--- config.mk ---
export PLATFORM = sky130hd
export DESIGN_NAME = reg_wb_arbiter_flat
export DESIGN_NICKNAME = d
export VERILOG_FILES = /design/src/rtl/reg_wb_arbiter_if.sv /design/src/rtl/reg_wb_arbiter.sv /design/src/flat_wrapper.sv
export SDC_FILE = /design/constraint.sdc
export NUM_CORES = 1
export LEC_CHECK = 0
export CAP_MARGIN = 20
export CORE_MARGIN = 2
export CORE_UTILIZATION = 49
export DETAILED_ROUTE_END_ITERATION = 10
export PLACE_DENSITY = 0.79
export SKIP_LAST_GASP = 1
export SLEW_MARGIN = 0
export SYNTH_ARGS = -nofsm -noshare
export SYNTH_HDL_FRONTEND = slang
export SYNTH_SLANG_ARGS = --single-unit
export TNS_END_PERCENT = 30
--- constraint.sdc ---
create_clock -name clk -period 2.08 [get_ports clk]
set_clock_uncertainty 0.15 [all_clocks]
set_input_delay 0.416 -clock clk [delete_from_list [all_inputs] [get_ports clk]]
set_output_delay 0.416 -clock clk [all_outputs]
set_load 0.05 [all_outputs]
--- src/rtl/reg_wb_arbiter_if.sv ---
// reg_wb_arbiter_if: bundles the two writeback request channels, the
// register-file write port and the busy flag shared by reg_wb_arbiter.
//   req0_*  ALU writeback channel (valid/idx/data in, ready out)
//   req1_*  load/store writeback channel (valid/idx/data in, ready out)
//   wr_*    registered register-file write port
//   busy    any holding register or output stage occupied
// Optional feature macro: WB_HAZARD_EN adds rd_reg_index_1/2 (to arbiter)
// and rd_pend_1/2 (from arbiter) for decode operand-read stalls.
// Modports: slave = arbiter side, master = writeback sources / reg_file side.
interface reg_wb_arbiter_if #(
    parameter int unsigned DATA_W = 32,
    parameter int unsigned IDX_W  = 4
);
    logic              req0_valid;
    logic [IDX_W-1:0]  req0_idx;
    logic [DATA_W-1:0] req0_data;
    logic              req0_ready;
    logic              req1_valid;
    logic [IDX_W-1:0]  req1_idx;
    logic [DATA_W-1:0] req1_data;
    logic              req1_ready;
    logic              wr_en;
    logic [IDX_W-1:0]  wr_reg_index;
    logic [DATA_W-1:0] wr_reg_data;
    logic              busy;
`ifdef WB_HAZARD_EN
    logic [IDX_W-1:0]  rd_reg_index_1;
    logic [IDX_W-1:0]  rd_reg_index_2;
    logic              rd_pend_1;
    logic              rd_pend_2;
`endif

    modport slave (
        input  req0_valid, req0_idx, req0_data,
        output req0_ready,
        input  req1_valid, req1_idx, req1_data,
        output req1_ready,
        output wr_en, wr_reg_index, wr_reg_data, busy
`ifdef WB_HAZARD_EN
        ,
        input  rd_reg_index_1, rd_reg_index_2,
        output rd_pend_1, rd_pend_2
`endif
    );

    modport master (
        output req0_valid, req0_idx, req0_data,
        input  req0_ready,
        output req1_valid, req1_idx, req1_data,
        input  req1_ready,
        input  wr_en, wr_reg_index, wr_reg_data, busy
`ifdef WB_HAZARD_EN
        ,
        output rd_reg_index_1, rd_reg_index_2,
        input  rd_pend_1, rd_pend_2
`endif
    );
endinterface

--- src/rtl/reg_wb_arbiter.sv ---
// reg_wb_arbiter: shares the single register-file write port between the ALU
// writeback (req0) and the load/store writeback (req1). Each source has a
// one-entry holding register; a round-robin arbiter drains one held entry per
// cycle into the registered wr_en / wr_reg_index / wr_reg_data outputs.
// Writes to index 0 are consumed but never issued, keeping r0 at zero.
// Ports:
//   clk  rising-edge clock
//   rst  synchronous active-high reset
//   bus  reg_wb_arbiter_if.slave (request channels, write port, busy,
//        and with WB_HAZARD_EN the rd_reg_index_k / rd_pend_k hazard query)
// Optional feature macro: WB_HAZARD_EN (pending-write hazard lookup).
module reg_wb_arbiter #(
    parameter int unsigned DATA_W = 32,
    parameter int unsigned IDX_W  = 4
) (
    input  logic                clk,
    input  logic                rst,
    reg_wb_arbiter_if.slave     bus
);

    logic              held0;
    logic              held1;
    logic [IDX_W-1:0]  idx0;
    logic [IDX_W-1:0]  idx1;
    logic [DATA_W-1:0] data0;
    logic [DATA_W-1:0] data1;
    logic              last_grant;
    logic              grant0;
    logic              grant1;
    logic              xfer0;
    logic              xfer1;

    // Grant uses held state only, so ready never depends on valid.
    // last_grant == 1 means req1 won last, so req0 wins a tie.
    always_comb begin
        grant0         = held0 & (~held1 | last_grant);
        grant1         = held1 & (~held0 | ~last_grant);
        bus.req0_ready = ~rst & (~held0 | grant0);
        bus.req1_ready = ~rst & (~held1 | grant1);
        xfer0          = bus.req0_valid & bus.req0_ready;
        xfer1          = bus.req1_valid & bus.req1_ready;
        bus.busy       = held0 | held1 | bus.wr_en;
    end

    // Holding registers and registered write port.
    always_ff @(posedge clk) begin
        if (rst) begin
            held0            <= 1'b0;
            held1            <= 1'b0;
            idx0             <= '0;
            idx1             <= '0;
            data0            <= '0;
            data1            <= '0;
            last_grant       <= 1'b1;
            bus.wr_en        <= 1'b0;
            bus.wr_reg_index <= '0;
            bus.wr_reg_data  <= '0;
        end else begin
            if (grant0) begin
                bus.wr_en        <= (idx0 != '0);
                bus.wr_reg_index <= idx0;
                bus.wr_reg_data  <= data0;
                last_grant       <= 1'b0;
            end else if (grant1) begin
                bus.wr_en        <= (idx1 != '0);
                bus.wr_reg_index <= idx1;
                bus.wr_reg_data  <= data1;
                last_grant       <= 1'b1;
            end else begin
                bus.wr_en        <= 1'b0;
            end

            // A transfer in the draining edge refills the slot in place.
            if (xfer0) begin
                held0 <= 1'b1;
                idx0  <= bus.req0_idx;
                data0 <= bus.req0_data;
            end else if (grant0) begin
                held0 <= 1'b0;
            end

            if (xfer1) begin
                held1 <= 1'b1;
                idx1  <= bus.req1_idx;
                data1 <= bus.req1_data;
            end else if (grant1) begin
                held1 <= 1'b0;
            end
        end
    end

`ifdef WB_HAZARD_EN
    // A read is pending while its register sits in a holding slot or is
    // being written this cycle; r0 never stalls.
    always_comb begin
        bus.rd_pend_1 = (bus.rd_reg_index_1 != '0) &
                        ((held0 & (idx0 == bus.rd_reg_index_1)) |
                         (held1 & (idx1 == bus.rd_reg_index_1)) |
                         (bus.wr_en & (bus.wr_reg_index == bus.rd_reg_index_1)));
        bus.rd_pend_2 = (bus.rd_reg_index_2 != '0) &
                        ((held0 & (idx0 == bus.rd_reg_index_2)) |
                         (held1 & (idx1 == bus.rd_reg_index_2)) |
                         (bus.wr_en & (bus.wr_reg_index == bus.rd_reg_index_2)));
    end
`endif

endmodule

--- src/flat_wrapper.sv ---
// flat-port wrapper written by rule: the top's interface ports become plain ports
module reg_wb_arbiter_flat 
#(
    parameter int unsigned DATA_W = 32,
    parameter int unsigned IDX_W  = 4
)
  (clk, rst, bus_req0_valid, bus_req0_idx, bus_req0_data, bus_req0_ready, bus_req1_valid, bus_req1_idx, bus_req1_data, bus_req1_ready, bus_wr_en, bus_wr_reg_index, bus_wr_reg_data, bus_busy);
  reg_wb_arbiter_if #(.DATA_W(DATA_W), .IDX_W(IDX_W)) bus_i ();
  input  logic clk;
  input  logic rst;
  input wire logic [$bits(bus_i.req0_valid)-1:0] bus_req0_valid;
  input wire logic [$bits(bus_i.req0_idx)-1:0] bus_req0_idx;
  input wire logic [$bits(bus_i.req0_data)-1:0] bus_req0_data;
  output wire logic [$bits(bus_i.req0_ready)-1:0] bus_req0_ready;
  input wire logic [$bits(bus_i.req1_valid)-1:0] bus_req1_valid;
  input wire logic [$bits(bus_i.req1_idx)-1:0] bus_req1_idx;
  input wire logic [$bits(bus_i.req1_data)-1:0] bus_req1_data;
  output wire logic [$bits(bus_i.req1_ready)-1:0] bus_req1_ready;
  output wire logic [$bits(bus_i.wr_en)-1:0] bus_wr_en;
  output wire logic [$bits(bus_i.wr_reg_index)-1:0] bus_wr_reg_index;
  output wire logic [$bits(bus_i.wr_reg_data)-1:0] bus_wr_reg_data;
  output wire logic [$bits(bus_i.busy)-1:0] bus_busy;
  assign bus_i.req0_valid = bus_req0_valid;
  assign bus_i.req0_idx = bus_req0_idx;
  assign bus_i.req0_data = bus_req0_data;
  assign bus_req0_ready = bus_i.req0_ready;
  assign bus_i.req1_valid = bus_req1_valid;
  assign bus_i.req1_idx = bus_req1_idx;
  assign bus_i.req1_data = bus_req1_data;
  assign bus_req1_ready = bus_i.req1_ready;
  assign bus_wr_en = bus_i.wr_en;
  assign bus_wr_reg_index = bus_i.wr_reg_index;
  assign bus_wr_reg_data = bus_i.wr_reg_data;
  assign bus_busy = bus_i.busy;
  reg_wb_arbiter #(.DATA_W(DATA_W), .IDX_W(IDX_W)) u_core (.clk(clk), .rst(rst), .bus(bus_i));
endmodule
# [After elaboration in Yosys (flattened, before gate mapping)]
# Cells that the tools add are included.
[totals] regBits=112 latch_bits=0 mem_bits_rw=0 mem_bits_ro=0 out_inout_bits=40 n_memories=0
[classes] add_sub_neg=0 n_mul=0 n_div=0 order_cmp=0 eq_ne=0 n_shift=0 muxes=12 bitwise_logic=16 reduce_logical=5
[op_table] operator="two-way mux 32 bit" n=2
[op_table] operator="two-way mux 1 bit" n=8
[op_table] operator="two-way mux 4 bit" n=2
[op_table] operator="nonzero test 4 bit" n=2
[op_table] operator="bitwise AND 1 bit" n=6
[op_table] operator="bitwise OR 1 bit" n=6
[op_table] operator="nonzero test 2 bit" n=3
[op_table] operator="inverter 1 bit" n=4

# [Depth between registers and ports, before layout]
[depth] word_depth=7 mapped_depth=6 depth_no_buf=3

# [Worst setup path before layout]
# OpenSTA, ideal clock, no wires.
[synth_path] kind="reg-to-reg" start="reg u_core.held1" end="reg u_core.data1[10]" arrival_time_ps=2244 slack_ps=-434 path_stages_with_launch=6 synth_period_minus_slack_ps=2514 path_cell_list="dfxtp_1 -> buf_2 -> a31oi_1 -> nand2_1 -> buf_2 -> mux2_2"
[synth_via] elab_chain_cells=4 word_cells_on_any_way=5
[synth_lines] item="start, declared" line_no="reg_wb_arbiter.sv:22" text="logic held1;"
[synth_lines] item="start signal, assigned" line_no="reg_wb_arbiter.sv:49" text="held1 <= 1'b0;"
[synth_lines] item="start signal, assigned" line_no="reg_wb_arbiter.sv:83" text="held1 <= 1'b1;"
[synth_lines] item="start signal, assigned" line_no="reg_wb_arbiter.sv:87" text="held1 <= 1'b0;"
[synth_lines] item="bitwise AND 1 bit or inverter 1 bit (tied branches)" line_no="reg_wb_arbiter.sv:37, reg_wb_arbiter.sv:39"
[synth_lines] item="bitwise OR 1 bit (*)" line_no="reg_wb_arbiter.sv:39" text="bus.req1_ready = ~rst & (~held1 | grant1);"
[synth_lines] item="bitwise AND 1 bit (*)" line_no="reg_wb_arbiter.sv:39"
[synth_lines] item="net bus_req1_ready" line_no="flat_wrapper.sv:18" text="output wire logic [$bits(bus_i.req1_ready)-1:0] bus_req1_ready;"
[synth_lines] item="bitwise AND 1 bit (*)" line_no="reg_wb_arbiter.sv:41" text="xfer1 = bus.req1_valid & bus.req1_ready;"
[synth_lines] item="end signal, assigned" line_no="reg_wb_arbiter.sv:85" text="data1 <= bus.req1_data;"
[synth_lines] item="end, declared" line_no="reg_wb_arbiter.sv:26" text="logic [DATA_W-1:0] data1;"
# The timed path passes the listed nets; every way through them passes the cells marked *.
# A chain may end at the register's enable or synchronous reset.

# [Final worst setup path]
[layout_path] start="reg u_core.bus.wr_reg_data[28]" end="out bus_wr_reg_data[28]"
[layout_lines] item="start, declared" line_no="reg_wb_arbiter_if.sv:38" text="output wr_en, wr_reg_index, wr_reg_data, busy"
[layout_lines] item="start signal, assigned" line_no="reg_wb_arbiter.sv:62" text="bus.wr_reg_data <= data0;"
[layout_lines] item="start signal, assigned" line_no="reg_wb_arbiter.sv:67" text="bus.wr_reg_data <= data1;"
[layout_lines] item="end, declared" line_no="flat_wrapper.sv:21" text="output wire logic [$bits(bus_i.wr_reg_data)-1:0] bus_wr_reg_data;"
# No word-level cell between the ends.

==> flow_summary.json <==
{
  "viasPerCell": 5.364,
  "firstDrtPassIters": 4,
  "grt_first_pass_wirelength_mm": 19.12,
  "cts-hold-fix-buffers": 0,
  "netlist_area_sq_um": 4787,
  "rows": 36,
  "cts_buffer_depth": 2,
  "synth_most_common_cell": "dfxtp_1",
  "regArea_sq_um": 2243,
  "ys_ff_latch": 112,
  "vias": 3787,
  "crit_type": "flop to output port",
  "relSlewSlack_pct": 45.95,
  "rr_worst_depth": 4,
  "n_fill_cell": 784,
  "powerDensity_nw_per_um2": 745.4,
  "cp_cell_sequence": "clkdlybuf4s50_1",
  "synth_edf_count": 0,
  "cts_buffers": 9,
  "synth_ff_type": "dfxtp_1",
  "start_util_pct": 49.66,
  "worstMarginPinSlew_ps": 810.7,
  "finalCoreUtilization_pct": 65.43,
  "fmax_mhz": 476.4,
  "fp.coreArea_sq_um": 9639,
  "slew_violations": 0,
  "grt_overflow": 0,
  "wl_per_cell_microns": 16.87,
  "fin_ws_ps": -19.20,
  "grt_max_degree": 45,
  "violations": "negative setup slack",
  "cap_violations": 0,
  "drc_errors": 0,
  "antenna_cells": 0,
  "yosys_warnings": 0,
  "drive_gt1_share_pct": 21.64,
  "fp.dieW_microns": 102.8,
  "worstPathMaxFanout": 2,
  "multiInputGateArea_sq_um": 2341,
  "nets": 644,
  "cts-root-buf": "clkbuf_8",
  "synth_cell_types": 25,
  "grt_pass1_vias": 3888,
  "dieArea_sq_um": 10580,
  "cts_max_level": 3,
  "hold_viol_final": 0,
  "hpwl_mm": 8.003,
  "worst_r2r_startpoint": "u_core.held0$_SDFFE_PP0P_",
  "worst-path-buf-inv": 1,
  "avgSynthCellArea_sq_um": 10.27,
  "cts.clk_slew.worst_paths_ps": 100,
  "dpl-instance-area_sq_um": 6113,
  "ant_nets": 0,
  "die_y_microns": 102.8,
  "p_leak_nw": 2.635,
  "cts_sinks": 112,
  "clk_latency_ps": 370,
  "stdcell_area_sq_um": 6307,
  "status": "finished, violations left",
  "dp.cells": 690,
  "io_buffers": 115,
  "crit_required_ps": 1510,
  "endpoint_kind": "output port",
  "fin_setup_tns_ps": -113.9,
  "track_usage_pct": 23.20,
  "worstPathArrival_ps": 1530,
  "synth_cells": 466,
  "fin_crit_ps": 2099,
  "max_stage_delay_ps": 810,
  "finalSetupViolations": 11,
  "ys_seq_area_share_pct": 46.84,
  "ys_top_cells_by_area": "dfxtp_1 (47%), mux2_2 (9.9%), mux2_4 (9.4%), nor2b_1 (9.4%), a211oi_1 (5.6%)",
  "fin_crit_sh_pct": 100.9,
  "cp_top_family": "buffers and inverters",
  "async_flop_share_pct": 0,
  "ir_worst_vdd_mv": 0.4287,
  "antenna_found_initial": 0,
  "dr.first_iter.drc_count": 190,
  "min_path_cells": 2,
  "cts_tree": "done",
  "pin_count": 116,
  "crit_cells": 1,
  "syn_nets": 542,
  "cts_setup_buffers": 0,
  "rsz0062_at_grt": "yes",
  "totalWireLength_mm": 11.91,
  "start_kind": "flop",
  "yosys-top-cells-count": "dfxtp_1 (112), nor2b_1 (72), mux2_2 (42)",
  "cp-startpoint": "u_core.bus.wr_reg_data[28]$_SDFFE_PP0P_",
  "hp-start": "u_core.bus.wr_reg_data[19]$_SDFFE_PP0P_",
  "power_mw": 4.701,
  "critPathSlowestCell": "clkdlybuf4s50_1",
  "finalNonFillerCells": 706,
  "gp_congestion": 0.7894,
  "syn2layout_area_growth_pct": 31.76,
  "hold_class": "flop to flop",
  "synth_top_area_share_pct": 46.84,
  "synth_top_cell_by_area": "dfxtp_1"
}
-- layer usage --
layer	GRT usage [%]	wire [microns]
met5	0	0
met4	6.984	136
met3	3.729	501
met2	38.11	5844
met1	31.64	5424
-- power by group --
part	switching (mW)	internal (mW)	leakage, nW
sequential	0.0935	2.32	0.927
clock	0.734	0.471	0.0845
combinational	0.565	0.518	1.62
total	1.39	3.31	2.64
-- worst paths after layout --
kind	to	slack, ps
max	bus_wr_reg_data[28]	-20
min reg2reg	u_core.bus.wr_reg_data[19]$_SDFFE_PP0P_	350
max reg2reg	u_core.bus.wr_reg_data[4]$_SDFFE_PP0P_	180
min	u_core.bus.wr_reg_data[19]$_SDFFE_PP0P_	350
-- repair_timing --
action                                  4_1_cts  5_1_grt
hold endpoints to repair                      0        0
pin swaps                                     0        0
cloned                                        0        0
gates resized for setup                      10        7
endpoints found under the setup margin       35       26
-- flip-flops by register name (all words and copies together) (netlist names), 4 cells and up --
signal / cells
u_core.data0: 32
u_core.bus.wr_reg_data: 32
u_core.idx0: 4
u_core.data1: 32
u_core.bus.wr_reg_index: 4
u_core.idx1: 4
-- cell type report --
class | instances | share of cell area (%)
Inverter | 1 | 0.05951
Tap cell | 133 | 2.638
Clock inverter | 6 | 0.7141
Clock buffer | 10 | 2.182
Multi-Input combinational cell | 310 | 37.12
Timing Repair Buffer | 134 | 21.72
Sequential cell | 112 | 35.57
-- per-stage QoR --
step	worst slack (ps)	hold slack (ps)
3_3_place_gp	-132.1	336.8
2_1_floorplan	41.18	383.7
6_report	-19.20	349.8
3_5_place_dp	-123.5	335.7
5_1_grt	-63.47	373.4
4_1_cts	-29.89	356.3
-- logic make-up after synthesis --
kind of cell,count (synthesis),share of synthesized area (%)
AO/OA/AOI/OAI,40,6.116
buffers and inverters,44,4.992
flip-flops,112,46.84
multiplexers,72,19.29
AND/OR/NAND/NOR,198,22.77
-- placed cells by master (no fill, tap or decap), drive strengths merged --
cell and instances:
nand2 3, dlygate4sd2 9, buf 26, clkbuf 10, a211oi 36, clkdlybuf4s50 92
a21oi 2, a31oi 2, dlymetal6s2s 7, nor2 41, or3b 1, or2 1
inv 1, and2b 1, and3b 1, nor2b 72, dfxtp 112, or3 1
clkinvlp 3, nor3 36, mux2 72, nand2b 1, clkinv 3, nor4 36
or4 2, nand3 2
(Power assumes the default switching activity.)
